===== src/rtl/timer_counter.sv =====
// Memory-mapped down-counting timer with CTRL/PRESET/COUNT registers and a
// maskable interrupt request for the CP0 hardware-interrupt input.
module timer_counter #(
   parameter logic [31:0] RESET_PRESET = 32'd0
) (
   input  logic        clk,
   input  logic        reset,
   input  logic [31:0] addr,
   input  logic        we,
   input  logic [31:0] wdata,
   output logic [31:0] rdata,
   output logic        irq
);

   typedef enum logic [1:0] {StIdle, StLoad, StCnt, StInt} state_e;

   state_e      state_q, state_d;
   logic        en_q, en_d;
   logic [1:0]  mode_q, mode_d;
   logic        im_q, im_d;
   logic [31:0] preset_q, preset_d;
   logic [31:0] count_q, count_d;
   logic        flag_q, flag_d;

   always_ff @(posedge clk or posedge reset) begin
      if (reset) begin
         state_q  <= StIdle;
         en_q     <= 1'b0;
         mode_q   <= 2'd0;
         im_q     <= 1'b0;
         preset_q <= RESET_PRESET;
         count_q  <= 32'd0;
         flag_q   <= 1'b0;
      end else begin
         state_q  <= state_d;
         en_q     <= en_d;
         mode_q   <= mode_d;
         im_q     <= im_d;
         preset_q <= preset_d;
         count_q  <= count_d;
         flag_q   <= flag_d;
      end
   end

   always_comb begin
      state_d  = state_q;
      en_d     = en_q;
      mode_d   = mode_q;
      im_d     = im_q;
      preset_d = preset_q;
      count_d  = count_q;
      flag_d   = flag_q;

      unique case (state_q)
         StIdle: begin
            if (en_q) state_d = StLoad;
         end
         StLoad: begin
            count_d = preset_q;
            state_d = StCnt;
         end
         StCnt: begin
            if (!en_q) begin
               state_d = StIdle;
            end else if (count_q > 32'd1) begin
               count_d = count_q - 32'd1;
            end else begin
               count_d = 32'd0;
               flag_d  = 1'b1;
               state_d = StInt;
            end
         end
         StInt: begin
            state_d = StIdle;
            // Only MODE 1 is periodic; 2 and 3 fall back to one-shot.
            if (mode_q == 2'd1) flag_d = 1'b0;
            else                en_d   = 1'b0;
         end
         default: state_d = StIdle;
      endcase

      // Software writes are applied last so they win over FSM updates.
      if (we) begin
         unique case (addr[3:2])
            2'd0: begin
               en_d   = wdata[0];
               mode_d = wdata[2:1];
               im_d   = wdata[3];
               flag_d = 1'b0;
            end
            2'd1: begin
               preset_d = wdata;
               flag_d   = 1'b0;
            end
            default: ;
         endcase
      end
   end

   always_comb begin
      rdata = 32'd0;
      unique case (addr[3:2])
         2'd0:    rdata = {28'd0, im_q, mode_q, en_q};
         2'd1:    rdata = preset_q;
         2'd2:    rdata = count_q;
         default: rdata = 32'd0;
      endcase
   end

   assign irq = im_q & flag_q;

endmodule


===== config.mk =====
export PLATFORM = sky130hd
export DESIGN_NAME = timer_counter
export DESIGN_NICKNAME = d
export VERILOG_FILES = /design/src/rtl/timer_counter.sv
export SDC_FILE = /design/constraint.sdc
export NUM_CORES = 1
export LEC_CHECK = 0
export BUFFER_PORTS_ARGS = -buffer_cell sky130_fd_sc_hd__buf_2
export CAP_MARGIN = 20
export CORE_MARGIN = 2
export CORE_UTILIZATION = 49
export DETAILED_ROUTE_END_ITERATION = 8
export GPL_TIMING_DRIVEN = 1
export PLACE_DENSITY = 0.82
export SYNTH_ARGS = -nofsm -noshare
export SYNTH_HDL_FRONTEND = slang
export SYNTH_SLANG_ARGS = --single-unit

===== constraint.sdc =====
create_clock -name clk -period 2.61 [get_ports clk]
set_clock_uncertainty 0.1 [all_clocks]
set_input_delay 0.261 -clock clk [delete_from_list [all_inputs] [get_ports clk]]
set_output_delay 0.261 -clock clk [all_outputs]
set_load 0.03 [all_outputs]

==> impl_metrics.toml <==
[grt]
grt_max_degree = 44
grt_pass1_wl_um = 18100
gr-usage-all-layers = 0.253
antenna_found_initial = 0
grt_overflow = 0
grt_pass1_vias = 3645

[synth]
async_flop_share = 1.00
synth_flop_cell = "dfrtp_1"
synth_seq_cells = 71
synth_area_sq_um = 4140
yosysTopAreaCell = "dfrtp_1"
synth-edff-count = 0
synth.area.top_cells = "dfrtp_1 43%, mux2_2 9.5%, a22o_1 7.4%"
synth.avg_cell_area_sq_um = 10.1
yosysUniqueCellTypes = 54
yosysWarnings = 0
synth_seq_area_share = 0.429
syn_inst = 411
yosys.area.top_type_share = 0.429
synth.net_count = 480

[setup_path]
cp_data_arrival_time_ps = 2710
setup.worst_path.start = "count_q[6]"
crit_fanout = 6
r2r_setup_slack_ps = 80
reg2reg_depth = 6
path_cells = "or4_4 -> buf_4 -> or4_4 -> or4_4 -> o31ai_2 -> a22o_1"
worst_path_max_delay_cell = "or4_4"
startpoint_type = "register"
slowest_delay_ps = 560
crit_type = "register to register"
cp-end-kind = "register"
path_common_cell = "or4_4"
critical_path_required_ps = 2790
reg2reg_to = "count_q[24]"
timing.rr.start = "count_q[6]"

[clock_tree]
clock_latency_ps = 340
htree_levels = 3
clk_root_buffer_cell = "clkbuf_8"
worst_setup_hold_path_clk_slew_ps = 80
numCtsBuffers = 9
cts_setup_buffers = 0
cts.sinks = 71
clock_path_buffers = 2
cts_tree = "yes"

[sta]
holdWs_ps = 41.4
period_minus_slack_ps = 2530
fmax_mhz = 395
rsz0062_at_grt = "false"
fin_crit_sh = 0.970
setup_viol = 0
maxSlewViolCount = 0
setup-tns-final_ps = 0
hold_violations = 0
relSlewSlack = 0.539
tightest_slew_ps = 690

[finish]
nets = 562
drive_gt1_frac = 0.367
multi_input_area_sq_um = 2180
seqCellArea_sq_um = 1780
fillCellCount = 680
syn_to_final_growth_pct = 21.3
n_antenna_cell = 0
final_cell_area_sq_um = 5020

[floorplanning]
coreArea_sq_um = 8220
initial_core_util = 0.504
die_h_um = 95.9
dieWidth_um = 95.9
pin_count = 100
dieArea_sq_um = 9190
rows = 33

[run]
maxCapViolCount = 0

[power]
power.density_nw_per_um2 = 1030
pwr-share-clk = 0.180
power_frac_seq = 0.367
peakVddDrop_mv = 0.448
cellLeakagePower_nw = 2.20
sw_frac_of_total = 0.418
finalPower_w = 0.00518
power.switching_w = 0.00216
comb_power_share = 0.454
p_int_w = 0.00301

[place]
portBuffers = 69
place.gp.congestion = 0.849
place_area_sq_um = 4770
hpwlAfterDp_um = 7670

[drt]
dr.pass1.iters = 5
wirelength_um = 11100
ant_nets = 0
dr.first_iter.drc_count = 296
routed_via_density = 6.45
remaining_drc_errors = 0
vias = 3887
post_drt_wl_per_cell_um = 18.4

[outcome]
status = "complete, no violations"

[worst_hold_path]
holdCritPathClass = "input port to register"
holdPathEnd = "preset_q[24]"
worstHoldStart = "wdata[24]"
min_path_cells = 2
-- layer usage --
| layer | global-route usage | vias to the layer above | part of all wire |
|---|---|---|---|
| met5 | 0 | - | 0 |
| met4 | 0.118 | 0 | 0.024 |
| met3 | 0.0337 | 24 | 0.078 |
| met2 | 0.393 | 206 | 0.47 |
| met1 | 0.351 | 1879 | 0.43 |
| li1 | - | 1778 | - |
-- cells in the mapped netlist, types with 4 or more instances --
cell type and number:
mux2_2 35, mux2i_1 4, o21ai_0 10, nor4_1 8
clkbuf_1 30, or4_1 7, a32oi_1 4, a22oi_1 10
o41ai_1 8, a221o_1 4, a31oi_1 4, a22o_1 35
nand4_1 6, dfrtp_1 71, buf_2 4, o31ai_1 15
buf_6 4, inv_1 8, nand3_1 10, nand2_1 33
buf_1 4, nor3_1 14, nor2b_1 4, o211ai_1 4
or3_1 7, nor2_1 17, or4_4 4, o221ai_1 10
-- stage by stage --
stage,std cells,util,setup WS [ps]
6_report,603,0.611,77.1
5_1_grt,603,0.611,0.661
4_1_cts,603,0.606,38.3
3_5_place_dp,586,0.580,53.9
3_3_place_gp,586,0.580,108
2_1_floorplan,411,-,72.4
-- worst max-delay path: cells and delay by family (launching register included) --
| kind | cells | cell delay (ps) |
|---|---|---|
| buffers and inverters | 1 | 180 |
| AOI/OAI and AO/OA | 2 | 330 |
| DFF | 1 | 390 |
| and+or+nand+nor | 3 | 1490 |
-- layout make-up --
| cell class | count | share of cell area |
|---|---|---|
| Tap cell | 105 | 0.0262 |
| Timing Repair Buffer | 113 | 0.138 |
| Inverter | 9 | 0.00673 |
| Multi-Input combinational cell | 289 | 0.435 |
| Clock buffer | 12 | 0.0269 |
| Sequential cell | 71 | 0.354 |
| Clock inverter | 4 | 0.0140 |
-- timing repair --
action / 4_1_cts / 5_1_grt
resized for setup: 0 / 9
setup endpoints to repair: 0 / 9
hold buffers: 1 / 0
hold endpoints to repair: 71 / 0
-- flip-flops by register name (all words and copies together), names as in the netlist --
register / count
count_q: 32
mode_q: 2
im_q: 1
en_q: 1
preset_q: 32
flag_q: 1
state_q: 2
-- worst max-delay path by stage --
stage	end	slack, ps
2_1_floorplan	count_q[24]	70
3_3_place_gp	count_q[24]	110
3_5_place_dp	count_q[24]	50
4_1_cts	count_q[18]	40
5_1_grt	count_q[16]	0.7
6_report	count_q[24]	80
-- kinds of logic (layout without fill, tap and decap cells) --
family	count (synthesis)	count (layout)	synth area share
AND/OR/NAND/NOR	122	122	0.160
AO/OA/AOI/OAI	126	126	0.245
adder cells (fa/ha/maj)	2	2	0.00605
flip-flops	71	71	0.429
buffers and inverters	51	138	0.0547
multiplexers	39	39	0.105
-- cells in the final DEF, fill, tap and decap left out, types with 5 or more instances in the layout --
cell,count
a22oi_1,10
nor3_1,13
o21ai_0,10
buf_2,69
buf_4,42
clkbuf_8,9
a22o_1,35
nor2_1,15
nand3_1,10
o41ai_1,7
or3_1,6
dfrtp_1,71
nand2_1,33
o31ai_1,14
nand4_1,6
mux2_2,35
or4_1,5
o221ai_1,10
inv_1,6
nor4_1,7
or4_4,6
-- power groups by stage --
stage                     clock, W  sequential, W  combinational, W
after floorplan                  0        0.00179           0.00166
after global placement           0        0.00186           0.00219
after detailed placement         0        0.00189           0.00227
after CTS                 0.000954        0.00187           0.00229
after global routing       0.00100        0.00195           0.00254
final                     0.000930        0.00190           0.00235
Power figures use the tool's default switching activity.
